[src/rtl/code_bcd_pkg.sv]
`default_nettype none
// ============================================================================
//  Module      : code_bcd_pkg
//  Description : Shared definitions for the coded-digit BCD packer.
//                Holds the packer state enum, the 4-bit code assigned to each
//                decimal digit 1..9, and width helpers for the packed BCD
//                word and the optional binary accumulator.
//                The binary accumulator only exists when CODE_BCD_BIN_OUT_EN
//                is defined.
//  Revision    : 1.0  initial release
// ============================================================================
package code_bcd_pkg;

    // Packer state: collecting digits, or holding a finished word.
    typedef enum logic [0:0] {
        COLLECT = 1'b0,
        HOLD    = 1'b1
    } state_e;

    // 4-bit codes for digits 1..9; every other code is invalid.
    localparam logic [3:0] c_code_1 = 4'b0111;
    localparam logic [3:0] c_code_2 = 4'b0110;
    localparam logic [3:0] c_code_3 = 4'b0101;
    localparam logic [3:0] c_code_4 = 4'b0100;
    localparam logic [3:0] c_code_5 = 4'b1011;
    localparam logic [3:0] c_code_6 = 4'b1010;
    localparam logic [3:0] c_code_7 = 4'b1001;
    localparam logic [3:0] c_code_8 = 4'b1000;
    localparam logic [3:0] c_code_9 = 4'b1111;

    // Packed BCD word width: one nibble per digit.
    function automatic int bcd_width(input int digits);
        return 4 * digits;
    endfunction

    // Width needed to hold any value of 'digits' decimal digits.
    function automatic int bin_width(input int digits);
        return $clog2(10 ** digits);
    endfunction

endpackage
`default_nettype wire

[src/rtl/code_digit_dec.sv]
`default_nettype none
// ============================================================================
//  Module      : code_digit_dec
//  Description : Combinational decoder from the 4-bit digit code to a BCD
//                digit. Unknown codes decode to 0 with o_invalid set.
//  Ports       : i_code    [3:0]  coded digit
//                o_digit   [3:0]  decoded BCD digit (0 when invalid)
//                o_invalid        code is not one of the nine digit codes
//  Revision    : 1.0  initial release
// ============================================================================
module code_digit_dec
    import code_bcd_pkg::*;
(
    input  logic [3:0] i_code,
    output logic [3:0] o_digit,
    output logic       o_invalid
);

    always_comb begin
        o_digit   = 4'd0;
        o_invalid = 1'b0;
        case (i_code)
            c_code_1: o_digit = 4'd1;
            c_code_2: o_digit = 4'd2;
            c_code_3: o_digit = 4'd3;
            c_code_4: o_digit = 4'd4;
            c_code_5: o_digit = 4'd5;
            c_code_6: o_digit = 4'd6;
            c_code_7: o_digit = 4'd7;
            c_code_8: o_digit = 4'd8;
            c_code_9: o_digit = 4'd9;
            default:  o_invalid = 1'b1;
        endcase
    end

endmodule
`default_nettype wire

[src/rtl/code_bcd_packer.sv]
`default_nettype none
// ============================================================================
//  Module      : code_bcd_packer
//  Description : Collects coded decimal digits one at a time and packs them
//                into a BCD word, most significant digit first. A word is
//                closed when DIGITS digits have arrived or on flush, then
//                held on the output until out_ready accepts it.
//                Optional build macro CODE_BCD_BIN_OUT_EN adds out_bin, the
//                binary value of the same digits.
//  Ports       : clk, rst          clock, synchronous active-high reset
//                in_code/in_valid/in_ready  digit input handshake
//                flush             close a partial word early
//                out_bcd/out_cnt/out_err    held word, digit count,
//                                  sticky invalid-code flag
//                out_valid/out_ready        word output handshake
//                out_bin           binary value (CODE_BCD_BIN_OUT_EN only)
//  Revision    : 1.0  initial release
// ============================================================================
module code_bcd_packer
    import code_bcd_pkg::*;
#(
    parameter  int DIGITS = 4,
    localparam int W_BCD  = bcd_width(DIGITS),
    localparam int W_CNT  = $clog2(DIGITS + 1)
`ifdef CODE_BCD_BIN_OUT_EN
    ,
    localparam int W_BIN  = bin_width(DIGITS)
`endif
)(
    input  logic             clk,
    input  logic             rst,
    input  logic [3:0]       in_code,
    input  logic             in_valid,
    output logic             in_ready,
    input  logic             flush,
    output logic [W_BCD-1:0] out_bcd,
    output logic             out_valid,
    input  logic             out_ready,
    output logic             out_err,
    output logic [W_CNT-1:0] out_cnt
`ifdef CODE_BCD_BIN_OUT_EN
    ,
    output logic [W_BIN-1:0] out_bin
`endif
);

    localparam logic [0:0]       c_st_collect = 1'(COLLECT);
    localparam logic [0:0]       c_st_hold    = 1'(HOLD);
    localparam logic [W_CNT-1:0] c_cnt_last   = W_CNT'(DIGITS - 1);

    logic [0:0]       r_state;
    logic [W_BCD-1:0] r_bcd;
    logic [W_CNT-1:0] r_cnt;
    logic             r_err;

    logic [3:0]       w_digit;
    logic             w_invalid;
    logic [W_BCD-1:0] w_bcd_shift;
    logic             w_xfer;
    logic             w_close;

    code_digit_dec u_dec (
        .i_code    (in_code),
        .o_digit   (w_digit),
        .o_invalid (w_invalid)
    );

    // A single-digit word has no older nibbles to keep.
    if (DIGITS == 1) begin : g_shift_single
        assign w_bcd_shift = w_digit;
    end else begin : g_shift_multi
        assign w_bcd_shift = {r_bcd[W_BCD-5:0], w_digit};
    end

    assign in_ready  = (r_state == c_st_collect);
    assign out_valid = (r_state == c_st_hold);
    assign w_xfer    = in_valid && in_ready;

    // Close on the digit that fills the word, or on flush when the word
    // (including a digit arriving this same cycle) is non-empty.
    assign w_close = in_ready &&
                     ((w_xfer && ((r_cnt == c_cnt_last) || flush)) ||
                      (flush && (r_cnt != '0)));

    always_ff @(posedge clk) begin
        if (rst) begin
            r_state <= c_st_collect;
            r_bcd   <= '0;
            r_cnt   <= '0;
            r_err   <= 1'b0;
        end else begin
            case (r_state)
                c_st_collect: begin
                    if (w_xfer) begin
                        r_bcd <= w_bcd_shift;
                        r_cnt <= r_cnt + W_CNT'(1);
                        r_err <= r_err | w_invalid;
                    end
                    if (w_close) begin
                        r_state <= c_st_hold;
                    end
                end
                c_st_hold: begin
                    if (out_ready) begin
                        r_state <= c_st_collect;
                        r_bcd   <= '0;
                        r_cnt   <= '0;
                        r_err   <= 1'b0;
                    end
                end
                default: r_state <= c_st_collect;
            endcase
        end
    end

    assign out_bcd = r_bcd;
    assign out_cnt = r_cnt;
    assign out_err = r_err;

`ifdef CODE_BCD_BIN_OUT_EN
    logic [W_BIN-1:0] r_bin;
    logic [W_BIN-1:0] w_bin_next;

    // bin*10 + digit; never exceeds 10**DIGITS-1 so W_BIN bits suffice.
    assign w_bin_next = (r_bin << 3) + (r_bin << 1) + W_BIN'(w_digit);

    always_ff @(posedge clk) begin
        if (rst) begin
            r_bin <= '0;
        end else if (w_xfer) begin
            r_bin <= w_bin_next;
        end else if (out_valid && out_ready) begin
            r_bin <= '0;
        end
    end

    assign out_bin = r_bin;
`endif

endmodule
`default_nettype wire

[config.mk]
export PLATFORM = sky130hd
export DESIGN_NAME = code_bcd_packer
export DESIGN_NICKNAME = d
export VERILOG_FILES = /design/src/rtl/code_bcd_pkg.sv /design/src/rtl/code_digit_dec.sv /design/src/rtl/code_bcd_packer.sv
export SDC_FILE = /design/constraint.sdc
export NUM_CORES = 1
export LEC_CHECK = 0
export CAP_MARGIN = 30
export CORE_MARGIN = 2
export CORE_UTILIZATION = 35
export CTS_BUF_LIST = sky130_fd_sc_hd__clkbuf_4 sky130_fd_sc_hd__clkbuf_8
export CTS_CLUSTER_SIZE = 12
export DETAILED_ROUTE_END_ITERATION = 7
export SETUP_SLACK_MARGIN = 0.05
export SYNTH_ARGS = -nofsm -noshare
export SYNTH_HDL_FRONTEND = slang
export SYNTH_SLANG_ARGS = --single-unit
[constraint.sdc]
create_clock -name clk -period 1.75 [get_ports clk]
set_clock_uncertainty 0.1 [all_clocks]
set_input_delay 0.2625 -clock clk [delete_from_list [all_inputs] [get_ports clk]]
set_output_delay 0.2625 -clock clk [all_outputs]
set_load 0.005 [all_outputs]
# Word-level counts from Yosys, hierarchy flattened
# Cells that the tools add are included.
op_classes:
  reduce_logical: 9
  n_mux: 14
  add_sub_neg: 1
  n_eq_ne: 12
  bitwise_logic: 2
op_table:
  columns: ["op", "count"]
  rows:
  - ["$pmux W4 S9", 1]
  - ["$mux W16", 2]
  - ["$pmux W16 S2", 1]
  - ["$eq A4 B4 Y1 const B", 5]
  - ["$eq A4 B3 Y1 const B", 4]
  - ["$reduce_or A9 Y1", 1]
  - ["$mux W3", 2]
  - ["$pmux W3 S2", 1]
  - ["$mux W1", 5]
  - ["$logic_and A1 B1 Y1", 4]
  - ["$pmux W1 S2", 2]
  - ["$add A3 B1 Y3 const B", 1]
  - ["$eq A3 B2 Y1 const B", 1]
  - ["$reduce_bool A3 Y1", 1]
  - ["$logic_or A1 B1 Y1", 2]
  - ["$ne A2 B1 Y1 const B", 1]
  - ["$ne A2 B2 Y1 const B", 1]
  - ["$reduce_and A2 Y1", 1]
  - ["$not A1 Y1", 1]
  - ["$or A1 B1 Y1", 1]
totals:
  register_bits: 21
  in_bits: 9

# Depth between registers and ports, before layout
logic_depth:
  ltp_word: 7
  ltp_mapped: 5

# Cells and area by module
# From an unflattened synthesis, not the netlist that was laid out.
hier_totals:
  hier_cells: 93
  hier_area_um2: 920.9
modules_own_cells:
  columns: ["module", "cells_per_inst", "seq_area_each_um2", "instances", "area_per_inst_um2"]
  rows:
  - ["code_bcd_packer", 81, 420.4, 1, 817.0]
  - ["code_digit_dec", 12, 0.0, 1, 103.8]

# Worst setup path before layout
# OpenSTA, ideal clock, no wires.
synth_timing:
  path_kind: "flip-flop to flip-flop"
  startpoint: "reg r_state (netlist: out_valid)"
  endpoint: "reg r_bcd[1] (netlist: out_bcd[1])"
  setup_slack_ns: 0.459
  setup_time_ns: 0.087
  t_arrival_ns: 1.104
  stages_incl_launch_ff: 5
  n_path_buf: 1
  period_less_slack_ns: 1.291
  required_ns: 1.563
  cell_sequence: "dfxtp_1 mux2i_4 buf_6 nand3b_1 o31ai_1"
synth_via:
  elab_chain_cells: 4
synth_lines:
  columns: ["element", "line", "rtl"]
  rows:
  - ["start, declared", "code_bcd_packer.sv:51", "logic [0:0] r_state;"]
  - ["start signal, assigned", "code_bcd_packer.sv:87", "r_state <= c_st_collect;"]
  - ["start signal, assigned", "code_bcd_packer.sv:100", "r_state <= c_st_hold;"]
  - ["start signal, assigned", "code_bcd_packer.sv:105", "r_state <= c_st_collect;"]
  - ["$not A1 Y1", null, null]
  - ["$logic_and A1 B1 Y1", "code_bcd_packer.sv:77", "assign w_xfer = in_valid && in_ready;"]
  - ["$ne A2 B1 Y1 (no line)", null, null]
  - ["$reduce_and A2 Y1 (no line)", null, null]
  - ["end signal, assigned", "code_bcd_packer.sv:95", "r_bcd <= w_bcd_shift;"]
  - ["end, declared", "code_bcd_packer.sv:52", "logic [W_BCD-1:0] r_bcd;"]
# Parallel ways exist; a longest one is shown, timed or not.
# A chain may end at the register's enable or synchronous reset.

# Final worst setup path
layout_timing:
  startpoint: "reg r_cnt[0] (netlist: out_cnt[0])"
  endpoint: "out out_cnt[0]"
layout_lines:
  columns: ["element", "line", "rtl"]
  rows:
  - ["start, declared", "code_bcd_packer.sv:53", "logic [W_CNT-1:0] r_cnt;"]
  - ["start signal, assigned", "code_bcd_packer.sv:96", "r_cnt <= r_cnt + W_CNT'(1);"]
  - ["end, declared", "code_bcd_packer.sv:40", "output logic [W_CNT-1:0] out_cnt"]
# No word-level cell between the ends.

==> metrics.json <==
{
  "slowest_delay": {"value": 520, "unit": "ps"},
  "finalCritPeriodShare": {"value": 91.9, "unit": "%"},
  "track_usage": {"value": 15.1, "unit": "%"},
  "netSwitchingFraction": {"value": 25.0, "unit": "%"},
  "static-leakage-power": {"value": 0.465, "unit": "nW"},
  "synth_edf_count": {"value": 0},
  "synthesis.instances": {"value": 96},
  "die_height": {"value": 55.0, "unit": "um"},
  "synth.ff_latch_count": {"value": 21},
  "detailedRoute.firstIterationViolations": {"value": 10},
  "drt_pass1_iterations": {"value": 3},
  "power.share.sequential": {"value": 55.4, "unit": "%"},
  "critical_path_buf_inv_count": {"value": 1},
  "die_w": {"value": 55.0, "unit": "um"},
  "cp_top_family": {"value": "buffers and inverters"},
  "critical_path_arrival": {"value": 1250, "unit": "ps"},
  "finalHoldViolCount": {"value": 0},
  "max-slew-margin-rel": {"value": 79.0, "unit": "%"},
  "grt_antenna_before_repair": {"value": 0},
  "yosys-top-cells-count": {"value": "dfxtp_1 (21), nor2_1 (17), a22oi_1 (14)"},
  "route.antenna.remaining_nets": {"value": 0},
  "grt_pass1_vias": {"value": 732},
  "grt_first_pass_wirelength": {"value": 3210, "unit": "um"},
  "cts.sinks": {"value": 21},
  "placeableCoreArea": {"value": 2480, "unit": "um^2"},
  "rr_startpoint": {"value": "out_cnt[0]"},
  "timing.fmax": {"value": 622, "unit": "MHz"},
  "hold_slack": {"value": 393, "unit": "ps"},
  "setup-tns-final": {"value": 0, "unit": "ps"},
  "crit_end": {"value": "out_cnt[0]"},
  "num-fill-cells": {"value": 249},
  "tritoncts.num_buffers": {"value": 3},
  "io_buffers": {"value": 30},
  "switching_power": {"value": 0.229, "unit": "mW"},
  "p_clk_share": {"value": 26.9, "unit": "%"},
  "seq_area_frac_synth": {"value": 46.2, "unit": "%"},
  "power_per_cell_area": {"value": 713, "unit": "nW/um^2"},
  "finalNetCount": {"value": 144},
  "largest_cells_by_area_after_synthesis": {"value": "dfxtp_1 (46%), a22oi_1 (12%), nor2_1 (7.0%)"},
  "cts-htree-levels": {"value": 1},
  "fin_ws": {"value": 141, "unit": "ps"},
  "multi_input_comb_area": {"value": 425, "unit": "um^2"},
  "dpl-instance-area": {"value": 1260, "unit": "um^2"},
  "start_kind": {"value": "register"},
  "initial_core_util": {"value": 36.8, "unit": "%"},
  "worst-r2r-cell-count": {"value": 5},
  "synth_flop_cell": {"value": "dfxtp_1"},
  "critPathCaptureType": {"value": "output port"},
  "cts.clk_slew.worst_paths": {"value": 110, "unit": "ps"},
  "max_cap_viol_count": {"value": 0},
  "area_growth_syn_to_layout": {"value": 41.3, "unit": "%"},
  "routabilityCongestion": {"value": 0.721},
  "holdCritPathClass": {"value": "register to register"},
  "ff_latch_area": {"value": 422, "unit": "um^2"},
  "mappedNetlistArea": {"value": 911, "unit": "um^2"},
  "post-synth-top-area-cell": {"value": "dfxtp_1"},
  "dpl_worst_slack": {"value": 85.8, "unit": "ps"},
  "critical_path_depth": {"value": 1},
  "post-cts-setup-buffer-count": {"value": 0},
  "max_slew.worst_pin.slew": {"value": 313, "unit": "ps"},
  "wl_per_cell": {"value": 12.4, "unit": "um"},
  "cts_max_path_buffers": {"value": 2},
  "cell_at_the_root_of_the_clock_tree": {"value": "clkbuf_4"},
  "cp-startpoint": {"value": "out_cnt[0]"},
  "power_report.internal_total": {"value": 0.689, "unit": "mW"},
  "synthesis.area_per_instance": {"value": 9.49, "unit": "um^2"},
  "synth-warning-count": {"value": 0},
  "async_flop_share": {"value": 0, "unit": "%"},
  "placement_rows": {"value": 18},
  "tritoncts": {"value": "built"},
  "post-route-cell-area": {"value": 1290, "unit": "um^2"},
  "yosysMostFrequentCell": {"value": "dfxtp_1"},
  "power": {"value": 0.918, "unit": "mW"},
  "drive_gt1_share": {"value": 9.92, "unit": "%"},
  "min_period": {"value": 1610, "unit": "ps"},
  "ioPinCount": {"value": 31},
  "wirelength": {"value": 1990, "unit": "um"},
  "viasPerCell": {"value": 4.96},
  "timing.final.max_slew_violations": {"value": 0},
  "combinationalPowerShare": {"value": 17.8, "unit": "%"},
  "required_time_reported_for_the_critical_path_endpoint": {"value": 1390, "unit": "ps"},
  "detailed_route_via_count": {"value": 799},
  "largest_net_degree_at_the_start_of_global_routing": {"value": 20},
  "synth.net_count": {"value": 108},
  "timing.critical_path.slowest_stage_cell": {"value": "clkdlybuf4s50_1"},
  "ir_worst_vdd": {"value": 0.450, "unit": "mV"},
  "synth_cell_type_count": {"value": 27},
  "crit_type": {"value": "register to output port"},
  "post-dp-hpwl": {"value": 1460, "unit": "um"},
  "antenna_cells": {"value": 0},
  "synth_largest_type_area_fraction": {"value": 46.2, "unit": "%"},
  "regToRegSetupSlack": {"value": 380, "unit": "ps"},
  "grt-ovfl-total": {"value": 0},
  "total_die_area": {"value": 3030, "unit": "um^2"},
  "clock_latency": {"value": 300, "unit": "ps"},
  "final-setup-viol-count": {"value": 0},
  "outcome": {"value": "finished clean"},
  "crit-reg2reg-capture": {"value": "out_valid"},
  "detail_route.drc_violations": {"value": 0},
  "cp_cell_sequence": {"value": "clkdlybuf4s50_1"},
  "critPathMaxFanout": {"value": 4},
  "rsz0062_at_grt": {"value": "false"}
}
==> how the worst min path moves through the flow <==
| stage | startpoint | endpoint | cells past startpoint |
|---|---|---|---|
| 6_report | out_bcd[0] | out_bcd[0] | 2 |
| 5_1_grt | out_bcd[0] | out_bcd[0] | 2 |
| 3_3_place_gp | out_cnt[2] | out_cnt[2] | 2 |
| 4_1_cts | out_bcd[0] | out_bcd[0] | 2 |
| 2_1_floorplan | in_code[3] | out_err | 2 |
| 3_5_place_dp | out_cnt[2] | out_cnt[2] | 2 |
==> area by class of cell <==
class	count	share of cell area (%)
multi-input cells	66	33.0
flip-flops and latches	21	32.8
repair buffers	36	27.8
well taps	30	2.92
clock buffers	4	2.33
inverters	4	1.17
==> metal layers <==
metal / vias up / part of all wire, % / routed length (um) / track usage, %
met5: - / 0 / 0 / 0
met4: 0 / 1.6 / 31 / 6.10
li1: 406 / - / - / -
met3: 5 / 7.0 / 139 / 4.30
met1: 363 / 46 / 923 / 17.4
met2: 25 / 45 / 900 / 26.0
==> worst min-delay path, stage by stage, from the launching register on <==
cell and delay (ps):
dfxtp_1 350, nand2_1 60, a21oi_1 50
==> state kept, by name (all words and copies together) (netlist names) <==
name       flops
out_bcd       16
out_cnt        3
out_err        1
out_valid      1
==> cell families (layout without fill, tap and decap cells) <==
family / after synthesis / count (layout) / synth area share [%]
XOR/XNOR: 1 / 1 / 0.962
buffers and inverters: 9 / 44 / 7.14
adder cells (fa/ha/maj): 3 / 3 / 4.12
multiplexers: 3 / 3 / 4.67
flip-flops: 21 / 21 / 46.2
AO/OA/AOI/OAI: 23 / 23 / 17.0
AND/OR/NAND/NOR: 36 / 36 / 19.9
==> through the flow <==
step | utilization [%] | cells
2_1_floorplan | - | 96
3_3_place_gp | 50.7 | 157
3_5_place_dp | 50.7 | 157
4_1_cts | 52.0 | 161
5_1_grt | 52.0 | 161
6_report | 52.0 | 161
==> layout by cell type, fill, tap and decap left out, drive strengths merged <==
master and count:
o211ai 1, o31ai 1, nand2b 2, nand2 5, and3b 1, nor3 1, clkbuf 4, nor3b 1
nor2b 3, xnor2 1, ha 3, dfxtp 21, nand4 1, a22oi 14, nor2 17, nand4b 1
and3 1, mux2i 3, buf 6, clkdlybuf4s50 30, a21oi 5, nand3b 3, inv 4, o21ai 2
==> power groups by stage <==
stage / Sequential (mW) / Combinational [mW] / Clock, mW
after floorplan: 0.517 / 0.0837 / 0
after global placement: 0.518 / 0.162 / 0
after detailed placement: 0.519 / 0.164 / 0
after CTS: 0.508 / 0.165 / 0.259
after global routing: 0.511 / 0.180 / 0.276
final: 0.508 / 0.163 / 0.247
==> repair_timing <==
item | in CTS | in global routing
hold buffers | 0 | 0
setup endpoints to repair | 1 | 0
resized for setup | 1 | 0
No activity file was read; power rests on OpenSTA's default activity.
